==> config.mk <==
export PLATFORM = sky130hd
export DESIGN_NAME = spi_frame_rx
export DESIGN_NICKNAME = d
export VERILOG_FILES = /design/src/rtl/spi_frame_rx_pkg.sv /design/src/rtl/spi_frame_rx_pad_sync.sv /design/src/rtl/spi_frame_rx.sv
export SDC_FILE = /design/constraint.sdc
export NUM_CORES = 1
export LEC_CHECK = 0
export CORE_ASPECT_RATIO = 0.9
export CORE_MARGIN = 2
export CORE_UTILIZATION = 35
export DETAILED_ROUTE_END_ITERATION = 6
export PLACE_DENSITY = 0.6
export SETUP_SLACK_MARGIN = 0.3
export SKIP_CTS_REPAIR_TIMING = 1
export SLEW_MARGIN = 5
export SYNTH_ARGS = -nofsm -noshare
export SYNTH_HDL_FRONTEND = slang
export SYNTH_SLANG_ARGS = --single-unit
==> constraint.sdc <==
create_clock -name clk -period 1.6 [get_ports clk]
set_input_delay 0.32 -clock clk [delete_from_list [all_inputs] [get_ports clk]]
set_output_delay 0.32 -clock clk [all_outputs]
set_load 0.1 [all_outputs]
==> src/rtl/spi_frame_rx_pkg.sv <==
// rtl/spi_frame_rx_pkg.sv - shared types and constants for the SPI frame receiver
package spi_frame_rx_pkg;

    // Receiver sequencing: WAIT_IDLE swallows a frame already in flight at reset release
    typedef enum logic [1:0] {
        WAIT_IDLE = 2'd0,
        IDLE      = 2'd1,
        ACTIVE    = 2'd2,
        CLOSE     = 2'd3
    } rx_state_t;

    localparam int DEFAULT_FRAME_BITS = 16;
    localparam int ERR_CNT_W          = 8;

endpackage

==> src/rtl/spi_frame_rx_pad_sync.sv <==
// rtl/spi_frame_rx_pad_sync.sv - multi-flop synchroniser for one raw pad input
module pad_sync #(
    parameter int   STAGES    = 2,
    parameter logic RESET_VAL = 1'b0
) (
    input  logic clk,
    input  logic rst_n,
    input  logic din,
    output logic dout
);

    logic [STAGES-1:0] chain;

    // Shift the pad value through the chain; reset to the pad's idle level
    always_ff @(posedge clk or negedge rst_n) begin
        if (!rst_n) begin
            chain <= {STAGES{RESET_VAL}};
        end else begin
            chain <= {chain[STAGES-2:0], din};
        end
    end

    assign dout = chain[STAGES-1];

endmodule

==> src/rtl/spi_frame_rx.sv <==
// rtl/spi_frame_rx.sv - oversampled SPI-slave frame receiver; optional SPI_RX_ERR_CNT_EN adds err_count
module spi_frame_rx
    import spi_frame_rx_pkg::*;
#(
    parameter int FRAME_BITS  = DEFAULT_FRAME_BITS,
    parameter int SYNC_STAGES = 2
) (
    input  logic                  clk,
    input  logic                  rst_n,
    input  logic                  sck_in,
    input  logic                  cs_n_in,
    input  logic                  mosi_in,
    output logic [FRAME_BITS-1:0] data_out,
    output logic                  data_valid,
    input  logic                  data_ready,
    output logic                  overrun,
`ifdef SPI_RX_ERR_CNT_EN
    output logic                  frame_err,
    output logic [ERR_CNT_W-1:0]  err_count
`else
    output logic                  frame_err
`endif
);

    localparam int CNT_W = $clog2(FRAME_BITS + 2);
    localparam logic [CNT_W-1:0] CNT_FULL = CNT_W'(FRAME_BITS);
    localparam logic [CNT_W-1:0] CNT_MAX  = CNT_W'(FRAME_BITS + 1);

    // Cycles after reset before the synchronised cs_n reflects the pad
    localparam int SET_W = $clog2(SYNC_STAGES + 3);
    localparam logic [SET_W-1:0] SETTLE = SET_W'(SYNC_STAGES + 2);

    logic sck_s, cs_s, mosi_s;
    logic sck_d, cs_d, mosi_d;
    logic sck_rise, cs_rise, cs_fall;
    logic [SET_W-1:0] settle_cnt;
    logic settled;

    rx_state_t state_q, state_d;
    logic clr_frame, shift_en;
    logic [FRAME_BITS-1:0] shift_q;
    logic [CNT_W-1:0] bit_cnt;
    logic good_frame, bad_frame;

    pad_sync #(.STAGES(SYNC_STAGES), .RESET_VAL(1'b0)) u_sync_sck (
        .clk(clk), .rst_n(rst_n), .din(sck_in), .dout(sck_s)
    );

    pad_sync #(.STAGES(SYNC_STAGES), .RESET_VAL(1'b1)) u_sync_cs (
        .clk(clk), .rst_n(rst_n), .din(cs_n_in), .dout(cs_s)
    );

    pad_sync #(.STAGES(SYNC_STAGES), .RESET_VAL(1'b0)) u_sync_mosi (
        .clk(clk), .rst_n(rst_n), .din(mosi_in), .dout(mosi_s)
    );

    // History flops and registered edge pulses; mosi_d keeps data aligned with the sck pulse
    always_ff @(posedge clk or negedge rst_n) begin
        if (!rst_n) begin
            sck_d    <= 1'b0;
            cs_d     <= 1'b1;
            mosi_d   <= 1'b0;
            sck_rise <= 1'b0;
            cs_rise  <= 1'b0;
            cs_fall  <= 1'b0;
        end else begin
            sck_d    <= sck_s;
            cs_d     <= cs_s;
            mosi_d   <= mosi_s;
            sck_rise <= sck_s & ~sck_d;
            cs_rise  <= cs_s & ~cs_d;
            cs_fall  <= ~cs_s & cs_d;
        end
    end

    // Hold off leaving WAIT_IDLE until the reset value has flushed out of the cs_n chain
    always_ff @(posedge clk or negedge rst_n) begin
        if (!rst_n) begin
            settle_cnt <= '0;
        end else if (settle_cnt != SETTLE) begin
            settle_cnt <= settle_cnt + 1'b1;
        end
    end

    assign settled = (settle_cnt == SETTLE);

    // FSM state register
    always_ff @(posedge clk or negedge rst_n) begin
        if (!rst_n) begin
            state_q <= WAIT_IDLE;
        end else begin
            state_q <= state_d;
        end
    end

    // Next-state and datapath control; cs_n release wins over a coincident sck edge
    always_comb begin
        state_d   = state_q;
        clr_frame = 1'b0;
        shift_en  = 1'b0;
        case (state_q)
            WAIT_IDLE: begin
                if (settled && cs_s) begin
                    state_d = IDLE;
                end
            end
            IDLE: begin
                if (cs_fall) begin
                    state_d   = ACTIVE;
                    clr_frame = 1'b1;
                end
            end
            ACTIVE: begin
                if (cs_rise) begin
                    state_d = CLOSE;
                end else if (sck_rise) begin
                    shift_en = 1'b1;
                end
            end
            CLOSE: begin
                state_d = IDLE;
            end
            default: begin
                state_d = WAIT_IDLE;
            end
        endcase
    end

    // Shift register and saturating bit counter
    always_ff @(posedge clk or negedge rst_n) begin
        if (!rst_n) begin
            shift_q <= '0;
            bit_cnt <= '0;
        end else if (clr_frame) begin
            shift_q <= '0;
            bit_cnt <= '0;
        end else if (shift_en) begin
            shift_q <= {shift_q[FRAME_BITS-2:0], mosi_d};
            if (bit_cnt != CNT_MAX) begin
                bit_cnt <= bit_cnt + 1'b1;
            end
        end
    end

    assign good_frame = (state_q == CLOSE) && (bit_cnt == CNT_FULL);
    assign bad_frame  = (state_q == CLOSE) && (bit_cnt != CNT_FULL) && (bit_cnt != '0);

    // Output handshake, frame delivery and one-cycle error pulses
    always_ff @(posedge clk or negedge rst_n) begin
        if (!rst_n) begin
            data_out   <= '0;
            data_valid <= 1'b0;
            overrun    <= 1'b0;
            frame_err  <= 1'b0;
        end else begin
            overrun   <= 1'b0;
            frame_err <= bad_frame;
            if (data_valid && data_ready) begin
                data_valid <= 1'b0;
            end
            if (good_frame) begin
                if (!data_valid || data_ready) begin
                    data_out   <= shift_q;
                    data_valid <= 1'b1;
                end else begin
                    overrun <= 1'b1;
                end
            end
        end
    end

`ifdef SPI_RX_ERR_CNT_EN
    // Saturating count of overrun and framing-error pulses
    always_ff @(posedge clk or negedge rst_n) begin
        if (!rst_n) begin
            err_count <= '0;
        end else if ((overrun || frame_err) && (err_count != '1)) begin
            err_count <= err_count + 1'b1;
        end
    end
`endif

endmodule
# Yosys cells after proc, flatten, opt, wreduce, memory -nomap -nowiden
# Cells that the tools add are included.
[classes]
add_sub_neg = 2
n_mul = 0
mux = 19
n_bitwise = 6
n_lt_le_gt_ge = 0
shift = 0
reduce_logical = 14
div_mod_pow = 0
eq_ne = 11
[op_table]
columns = ["operator", "count"]
rows = [
  ["$mux 16", 2],
  ["$mux 5", 3],
  ["$mux 1", 10],
  ["$ne 5x5->1 const B", 2],
  ["$pmux 2 s4", 1],
  ["$mux 2", 3],
  ["$ne 2x2->1 const B", 3],
  ["$add 5x1->5 const B", 1],
  ["$eq 5x5->1 const B", 1],
  ["$logic_and 1x1->1", 5],
  ["$reduce_bool 5->1", 1],
  ["$eq 2x2->1 const B", 2],
  ["$reduce_and 2->1", 2],
  ["$reduce_bool 2->1", 2],
  ["$add 3x1->3 const B", 1],
  ["$and 1x1->1", 3],
  ["$eq 3x3->1 const B", 1],
  ["$ne 3x3->1 const B", 1],
  ["$not 1->1", 3],
  ["$reduce_and 3->1", 1],
  ["$eq 2x1->1 const B", 1],
  ["$logic_not 2->1", 1],
  ["$logic_not 1->1", 1],
  ["$logic_or 1x1->1", 1],
]
[totals]
ram_bits = 0
elab_cells = 69
input_bits = 6
mem_bits_ro = 0
mem_count = 0
out_inout_bits = 19
latchBits = 0
ff_bits = 57

# Depth between registers and ports, before layout
# Gate-level depths: netlist (run 1).
[logic_depth]
depth_word = 5
mapped_depth = 7
ltp_nobuf = 5

# By module
# A second synthesis (run 1) with hierarchy kept.
[unflattened]
hier_cells = 160
hier_area_um2 = 2280.9
[modules_own_cells]
columns = ["module", "instances", "seq_area_each_um2", "cells_per_inst", "area_per_inst_um2"]
rows = [
  ["spi_frame_rx", 1, 1277.5, 154, 2128.3],
  ["pad_sync (u_sync_mosi ...)", 2, 50.0, 2, 50.0],
  ["pad_sync (u_sync_cs)", 1, 52.6, 2, 52.6],
]

# Least setup slack after synthesis (run 1)
# No wires, ideal clock.
[synth_path]
path_kind = "register -> register"
from = "register data_valid"
to = "register data_out[10]"
arrival_time_ps = 1870
required_ps = 1474
synth_period_minus_slack_ps = 1996
setup_time_ps = 126
path_slack_ps = -396
stages_incl_launch_ff = 6
n_path_buf = 2
cell_sequence = "dfrtp_1 -> nand2b_1 -> and4_1 -> buf_6 -> buf_12 -> mux2_4"
[synth_between]
elab_chain_len = 3
[synth_lines]
columns = ["item", "line_no", "rtl"]
rows = [
  ["from (decl)", "spi_frame_rx.sv:14", "output logic data_valid,"],
  ["from (signal assigned)", "spi_frame_rx.sv:152", "data_valid <= 1'b0;"],
  ["from (signal assigned)", "spi_frame_rx.sv:159", "data_valid <= 1'b0;"],
  ["from (signal assigned)", "spi_frame_rx.sv:164", "data_valid <= 1'b1;"],
  ["$logic_not 1->1", "spi_frame_rx.sv:162", "if (!data_valid || data_ready) begin"],
  ["$logic_or 1x1->1", "spi_frame_rx.sv:162", ""],
  ["$reduce_and 2->1 (no line)", "-", ""],
  ["to (signal assigned)", "spi_frame_rx.sv:163", "data_out <= shift_q;"],
  ["to (decl)", "spi_frame_rx.sv:13", "output logic [FRAME_BITS-1:0] data_out,"],
]
# Every way passes these cells.
# A chain may end at the register's enable or synchronous reset.

# Worst setup path after layout (run 1)
[layout_path]
from = "register bit_cnt[0]"
to = "register data_out[12]"
[layout_between]
elab_chain_len = 3
[layout_lines]
columns = ["item", "line_no", "rtl"]
rows = [
  ["from (decl)", "spi_frame_rx.sv:42", "logic [CNT_W-1:0] bit_cnt;"],
  ["from (signal assigned)", "spi_frame_rx.sv:140", "bit_cnt <= bit_cnt + 1'b1;"],
  ["$eq 5x5->1", "spi_frame_rx.sv:145", "assign good_frame = (state_q == CLOSE) && (bit_cnt == CNT_FULL);"],
  ["$logic_and 1x1->1", "spi_frame_rx.sv:145", ""],
  ["$reduce_and 2->1 (no line)", "-", ""],
]
# Every way passes these cells.

==> results of run 1 <==
## where the power goes
part / internal [W] / total [W] / switching [W]
clock network: 0.000680 / 0.00122 / 0.000536
registers: 0.00151 / 0.00157 / 0.0000619
logic: 0.000359 / 0.000697 / 0.000338
total: 0.00255 / 0.00349 / 0.000935
## per-layer routing
metal  routed length [um]  part of all wire, %  global-route usage (%)  vias up
met5                    0                    0                       0        -
met4                   95                  2.0                   6.923        0
met3                  172                  3.7                   5.138        8
met2                 2278                   49                   17.82       30
met1                 2088                   45                   14.83      812
li1                     -                    -                       -      765
## per-stage QoR
step	hold slack, ns	cells	setup slack (ns)	TNS (ns)	utilization, %
2_1_floorplan	0.02441	193	-0.04828	-0.4828	-
3_3_place_gp	0.2125	316	-0.1756	-2.460	46.28
5_1_grt	0.3558	346	-0.1205	-1.810	56.55
6_report	0.3490	346	-0.06669	-0.8831	56.55
3_5_place_dp	0.2154	316	-0.1973	-2.667	46.28
4_1_cts	-0.1524	332	-0.09385	-1.019	49.10
## worst register-to-register path, delay by kind of cell, from the launching register on
| family | cells | cell delay, ns |
|---|---|---|
| and+or+nand+nor | 2 | 0.47 |
| DFF | 1 | 0.39 |
| muxes | 1 | 0.30 |
| buffers and inverters | 2 | 0.27 |
| adders and majority gates | 1 | 0.13 |
## registers in the layout, summed over array words and instances, names as in the netlist
signal             count
data_out              16
shift_q               16
bit_cnt                5
settle_cnt             3
state_q                2
u_sync_cs.chain        2
u_sync_mosi.chain      2
u_sync_sck.chain       2
cs_d                   1
cs_fall                1
cs_rise                1
data_valid             1
frame_err              1
mosi_d                 1
overrun                1
sck_d                  1
sck_rise               1
## cell families (layout without fill, tap and decap cells)
group	after synthesis	in the layout	synth area share (%)
fa+ha+maj	9	9	4.810
compound gates	31	31	7.055
buf+inv	16	79	3.688
xor+xnor	1	1	0.3742
flops	57	57	61.09
mux	17	17	9.781
simple gates	62	62	13.20
## how the worst max path moves through the flow
stage / from / endpoint / cells past startpoint
after global placement: data_ready / data_out[5] / 5
after CTS: bit_cnt[0] / data_out[1] / 6
final: bit_cnt[0] / data_out[12] / 6
after global routing: bit_cnt[0] / data_out[12] / 6
after floorplan: bit_cnt[0] / data_out[10] / 7
after detailed placement: data_ready / data_out[1] / 5
## placed cells by master (no fill, tap or decap), types with 3 or more instances in the layout
cell type,netlist,routed
nand2_1,36,20
nand3_1,6,3
buf_6,1,3
inv_1,8,3
ha_4,0,5
buf_12,1,22
clkinv_2,0,3
clkdlybuf4s50_1,0,4
dfstp_2,3,3
nor2_1,4,4
o21ai_0,7,5
dfrtp_1,54,52
clkbuf_8,0,12
inv_2,0,5
mux2_4,10,17
buf_4,0,22
nand2_4,0,16
nor2b_1,4,3
a21oi_2,0,19
## area by class of cell
cell class / instances / area share [%]
clock buffers: 13 / 4.584
well taps: 90 / 3.056
inverters: 8 / 0.8149
clock inverters: 3 / 0.4075
flip-flops and latches: 57 / 38.95
repair buffers: 55 / 20.20
multi-input cells: 120 / 31.99
==> run_results.csv, run 1 <==
group,metric,value,unit
synth,yosysMostFrequentCell,"dfrtp_1",
timing,rsz0062_at_grt,"yes",
global_routing,grt-ovfl-total,0,
layout,final_design_area_no_fill,3685,um2
timing,hold_viol_final,0,
synth,synth_area_per_cell,12.13,um2
synth,synth_edf_count,0,
worst_setup_path,critPathKind,"register to register",
floorplanning,die_x,90.21,um
synth,synth.distinct_cells,31,
synth,synth_nets,208,
layout,regArea,1435,um2
pwr,p_total,0.003486,W
worst_setup_path,slowest_stage,"dfrtp_1",
worst_hold_path,hp-class,"register to register",
place,port_buffers,24,
layout,antenna_cells,0,
worst_setup_path,r2r-start,"bit_cnt[0]",
layout,multi_input_area,1179,um2
worst_setup_path,worstPathRequired,1.82,ns
pwr,irDropWorstVdd,0.4902,mV
worst_setup_path,r2r_cells,6,
worst_setup_path,startpoint_type,"register",
clocking,clock_sinks,57,
timing,slew-limit-headroom,80.81,%
clocking,worst_skew_pair.late_latency,0.33,ns
clocking,cts-buffers-inserted,9,
synth,ys_seq_elements,57,
routing,detail_route.wl_per_cell,13.40,um
place,place.gp.congestion,0.6819,
global_routing,grt_pass1_vias,1476,
worst_setup_path,path_max_fanout,8,
floorplanning,core.rowCount,28,
floorplanning,initial_core_util,35.93,%
routing,drc,0,
timing,setup_violations,16,
synth,synth-async-reset-ratio,100.0,%
synth,synth_top_area_share,57.72,%
place,place_area,3015,um2
routing,wl,4635,um
floorplanning,die_h,81.59,um
outcome,run_status,"complete, but fails checks",
synth,ys_warn_count,0,
synth,synthTopCellsByCount,"dfrtp_1 (54), nand2_1 (36), a21oi_1 (21)",
pwr,p_per_area,946.0,nW/um2
worst_setup_path,crit_buf_inv,2,
layout,layout-drive-gt1-share,58.20,%
worst_setup_path,ff2ff_setup_slack,-0.07,ns
worst_setup_path,endpoint_kind,"register",
synth,synth-seq-area-share,61.09,%
clocking,clk_pin_slew,0.06,ns
synth,synth.area.top_cells,"dfrtp_1 (58%), mux2_4 (6.4%), nand2_1 (5.8%), ha_1 (4.8%), a21oi_1 (4.5%)",
timing,fin_skew,0.004058,ns
job,drv_cap,0,
timing,period_minus_slack,1.667,ns
clocking,tritoncts,"done",
outcome,violations,"negative setup slack",
timing,finalMaxSlewViolations,0,
floorplanning,num_io_pins,25,
synth,yosysTopAreaCell,"dfrtp_1",
routing,ant_nets,0,
clocking,cts_buffer_depth,2,
place,dp_hpwl,2726,um
routing,vias_per_cell,4.668,
layout,layout.nets,266,
clocking,h-tree-depth,3,
worst_hold_path,hold_depth,0,
floorplanning,die-area,7359,um2
worst_setup_path,reg2reg_to,"data_out[12]",
layout,n_fill_cell,534,
timing,max_freq,600.0,MHz
timing,tightest_slew,0.2879,ns
worst_setup_path,crit_arrival,1.89,ns
routing,num_vias,1615,
routing,drt_iter0_drc,57,
clocking,root_buffer,"clkbuf_8",
floorplanning,coreArea,6516,um2
synth,ys.flop_type,"dfrtp_1",
layout,area_growth,57.40,%
synth,synth_area,2341,um2
timing,min_period_over_period,104.2,%
timing,layout_setup_ws,-0.06669,ns
global_routing,grtUsageTotal,12.00,%
worst_hold_path,holdPathEnd,"mosi_d",
worst_setup_path,slowest_delay,0.39,ns
worst_setup_path,cp_top_family,"simple AND/OR/NAND/NOR gates",
worst_setup_path,cp_cell_sequence,"inv_2, ha_4, nor3b_4, and4_4, clkbuf_16, mux2_4",
global_routing,grt_pass1_wl,6644,um
worst_hold_path,min_from,"u_sync_mosi.chain[1]",
pwr,leakagePower,1.594,nW
synth,synthCells,193,
global_routing,grt_max_degree,39,
global_routing,antenna_found_initial,0,
routing,drt_pass1_iterations,4,
No activity file was read; power rests on OpenSTA's default activity.
==> run 2, diff against run 1 <==
--- a/config.mk
+++ b/config.mk
@@ -8,11 +8,11 @@
 export CORE_ASPECT_RATIO = 0.9
 export CORE_MARGIN = 2
 export CORE_UTILIZATION = 35
+export CTS_CLUSTER_DIAMETER = 30
 export DETAILED_ROUTE_END_ITERATION = 6
 export PLACE_DENSITY = 0.6
 export SETUP_SLACK_MARGIN = 0.3
 export SKIP_CTS_REPAIR_TIMING = 1
-export SLEW_MARGIN = 5
 export SYNTH_ARGS = -nofsm -noshare
 export SYNTH_HDL_FRONTEND = slang
 export SYNTH_SLANG_ARGS = --single-unit
==> results of run 2 <==
No change in the layout: final DEF, timing and power equal those of run 1.
==> run 3, diff against run 2 <==
==> constraint.sdc (replaced) <==
create_clock -name clk -period 1.4 [get_ports clk]
set_input_delay 0.28 -clock clk [delete_from_list [all_inputs] [get_ports clk]]
set_output_delay 0.28 -clock clk [all_outputs]
set_load 0.1 [all_outputs]
==> run_results.csv, run 3 (synthesis gave the netlist of run 1 again) <==
group,metric,value,unit
timing,setup_violations,27,
floorplanning,coreArea,6516,um2
clocking,cts_buffer_depth,2,
routing,wl,4942,um
pwr,leakagePower,1.704,nW
layout,antenna_cells,0,
routing,drt_iter0_drc,72,
worst_setup_path,worstPathRequired,1.63,ns
worst_setup_path,endpoint_kind,"register",
layout,biggestRegsByFlops,"data_out: 16 flops, shift_q: 16 flops, bit_cnt: 5 flops",
timing,rsz0062_at_grt,"yes",
floorplanning,num_io_pins,25,
global_routing,grt_max_degree,58,
routing,vias_per_cell,4.637,
routing,drc,0,
worst_setup_path,critPathKind,"register to register",
timing,layout_setup_ws,-0.2565,ns
clocking,clock_sinks,57,
place,port_buffers,24,
floorplanning,die-area,7359,um2
global_routing,grt_pass1_vias,1560,
layout,mostFrequentLayoutCells,"dfrtp_1 (44), buf_4 (29), buf_12 (23), a21oi_2 (18)",
clocking,h-tree-depth,3,
worst_setup_path,path_max_fanout,8,
timing,hold_viol_final,0,
clocking,clk_pin_slew,0.07,ns
routing,ant_nets,0,
floorplanning,initial_core_util,35.93,%
outcome,violations,"negative setup slack",
layout,layout-drive-gt1-share,64.94,%
clocking,worst_skew_pair.late_latency,0.34,ns
outcome,run_status,"complete, but fails checks",
routing,detail_route.wl_per_cell,13.69,um
worst_hold_path,hp-class,"register to register",
layout,layout.nets,281,
clocking,root_buffer,"clkbuf_8",
timing,tightest_slew,0.3022,ns
layout,finish.utilization,58.81,%
floorplanning,core.rowCount,28,
timing,whs,0.3469,ns
global_routing,grtUsageTotal,12.39,%
layout,layout_commonest_cell,"dfrtp_1",
timing,fin_skew,0.01046,ns
layout,area_growth,63.71,%
timing,min_period_over_period,118.3,%
routing,num_vias,1674,
floorplanning,die_h,81.59,um
timing,max_freq,603.7,MHz
timing,finalMaxSlewViolations,0,
clocking,cts-buffers-inserted,9,
timing,period_minus_slack,1.657,ns
job,drv_cap,0,
worst_setup_path,crit_arrival,1.89,ns
pwr,p_per_area,1057,nW/um2
global_routing,antenna_found_initial,0,
worst_setup_path,startpoint_type,"register",
floorplanning,die_x,90.21,um
routing,drt_pass1_iterations,4,
place,dp_hpwl,2733,um
place,place.gp.congestion,0.7065,
timing,setup_tns,-4.857,ns
clocking,tritoncts,"done",
global_routing,grt_pass1_wl,6865,um
global_routing,grt-ovfl-total,0,
pwr,irDropWorstVdd,0.6722,mV
timing,slew-limit-headroom,79.86,%
[run 3: layer usage]
layer / part of all wire (%) / track usage [%]
met5: 0 / 0
met4: 1.9 / 6.923
met3: 3.5 / 5.413
met2: 50 / 20.38
met1: 44 / 13.76
[run 3: critical path, cell delays in order (launching register included)]
cell,delay [ns]
dfrtp_1,0.39
inv_2,0.09
ha_4,0.12
nor3b_4,0.19
and4_4,0.29
clkbuf_16,0.17
mux2_4,0.29
[run 3: power by group]
| part | internal [W] | leakage [nW] | total (W) | switching (W) |
|---|---|---|---|---|
| combinational | 0.000494 | 0.875 | 0.000928 | 0.000434 |
| sequential | 0.00173 | 0.740 | 0.00180 | 0.0000722 |
| clock | 0.000682 | 0.0891 | 0.00132 | 0.000640 |
| total | 0.00290 | 1.70 | 0.00405 | 0.00115 |
[run 3: final cells by class]
class,instances,area [um2]
Clock inverter,5,31.28
Fill cell,523,2684
Tap cell,90,112.6
Clock buffer,11,141.4
Inverter,8,30.03
Timing Repair Buffer,68,863.3
Multi-Input combinational cell,122,1209
Sequential cell,57,1445
[run 3: path summary, 6_finish.rpt]
path                                           from                   to  slack [ns]  depth (start not counted)
worst max-delay path                     bit_cnt[1]         data_out[12]       -0.26                          6
worst min-delay path            u_sync_sck.chain[0]  u_sync_sck.chain[1]        0.35                          0
worst max register to register           bit_cnt[1]         data_out[12]       -0.26                          6
worst min register to register  u_sync_sck.chain[0]  u_sync_sck.chain[1]        0.35                          0
max in group asynchronous                     rst_n   u_sync_cs.chain[0]        0.63                          3
min in group asynchronous                     rst_n         data_out[14]        0.46                          3
[run 3: through the flow]
stage          instances  total power (W)  setup slack, ns  instance area [um2]
6_report             361         0.004050          -0.2565                 3832
5_1_grt              361         0.004256          -0.3288                 3832
4_1_cts              338         0.003759          -0.3258                 3268
3_5_place_dp         322         0.002426          -0.3738                 3095
3_3_place_gp         322         0.002407          -0.3573                 3095
2_1_floorplan        193         0.002171          -0.2483                 2439
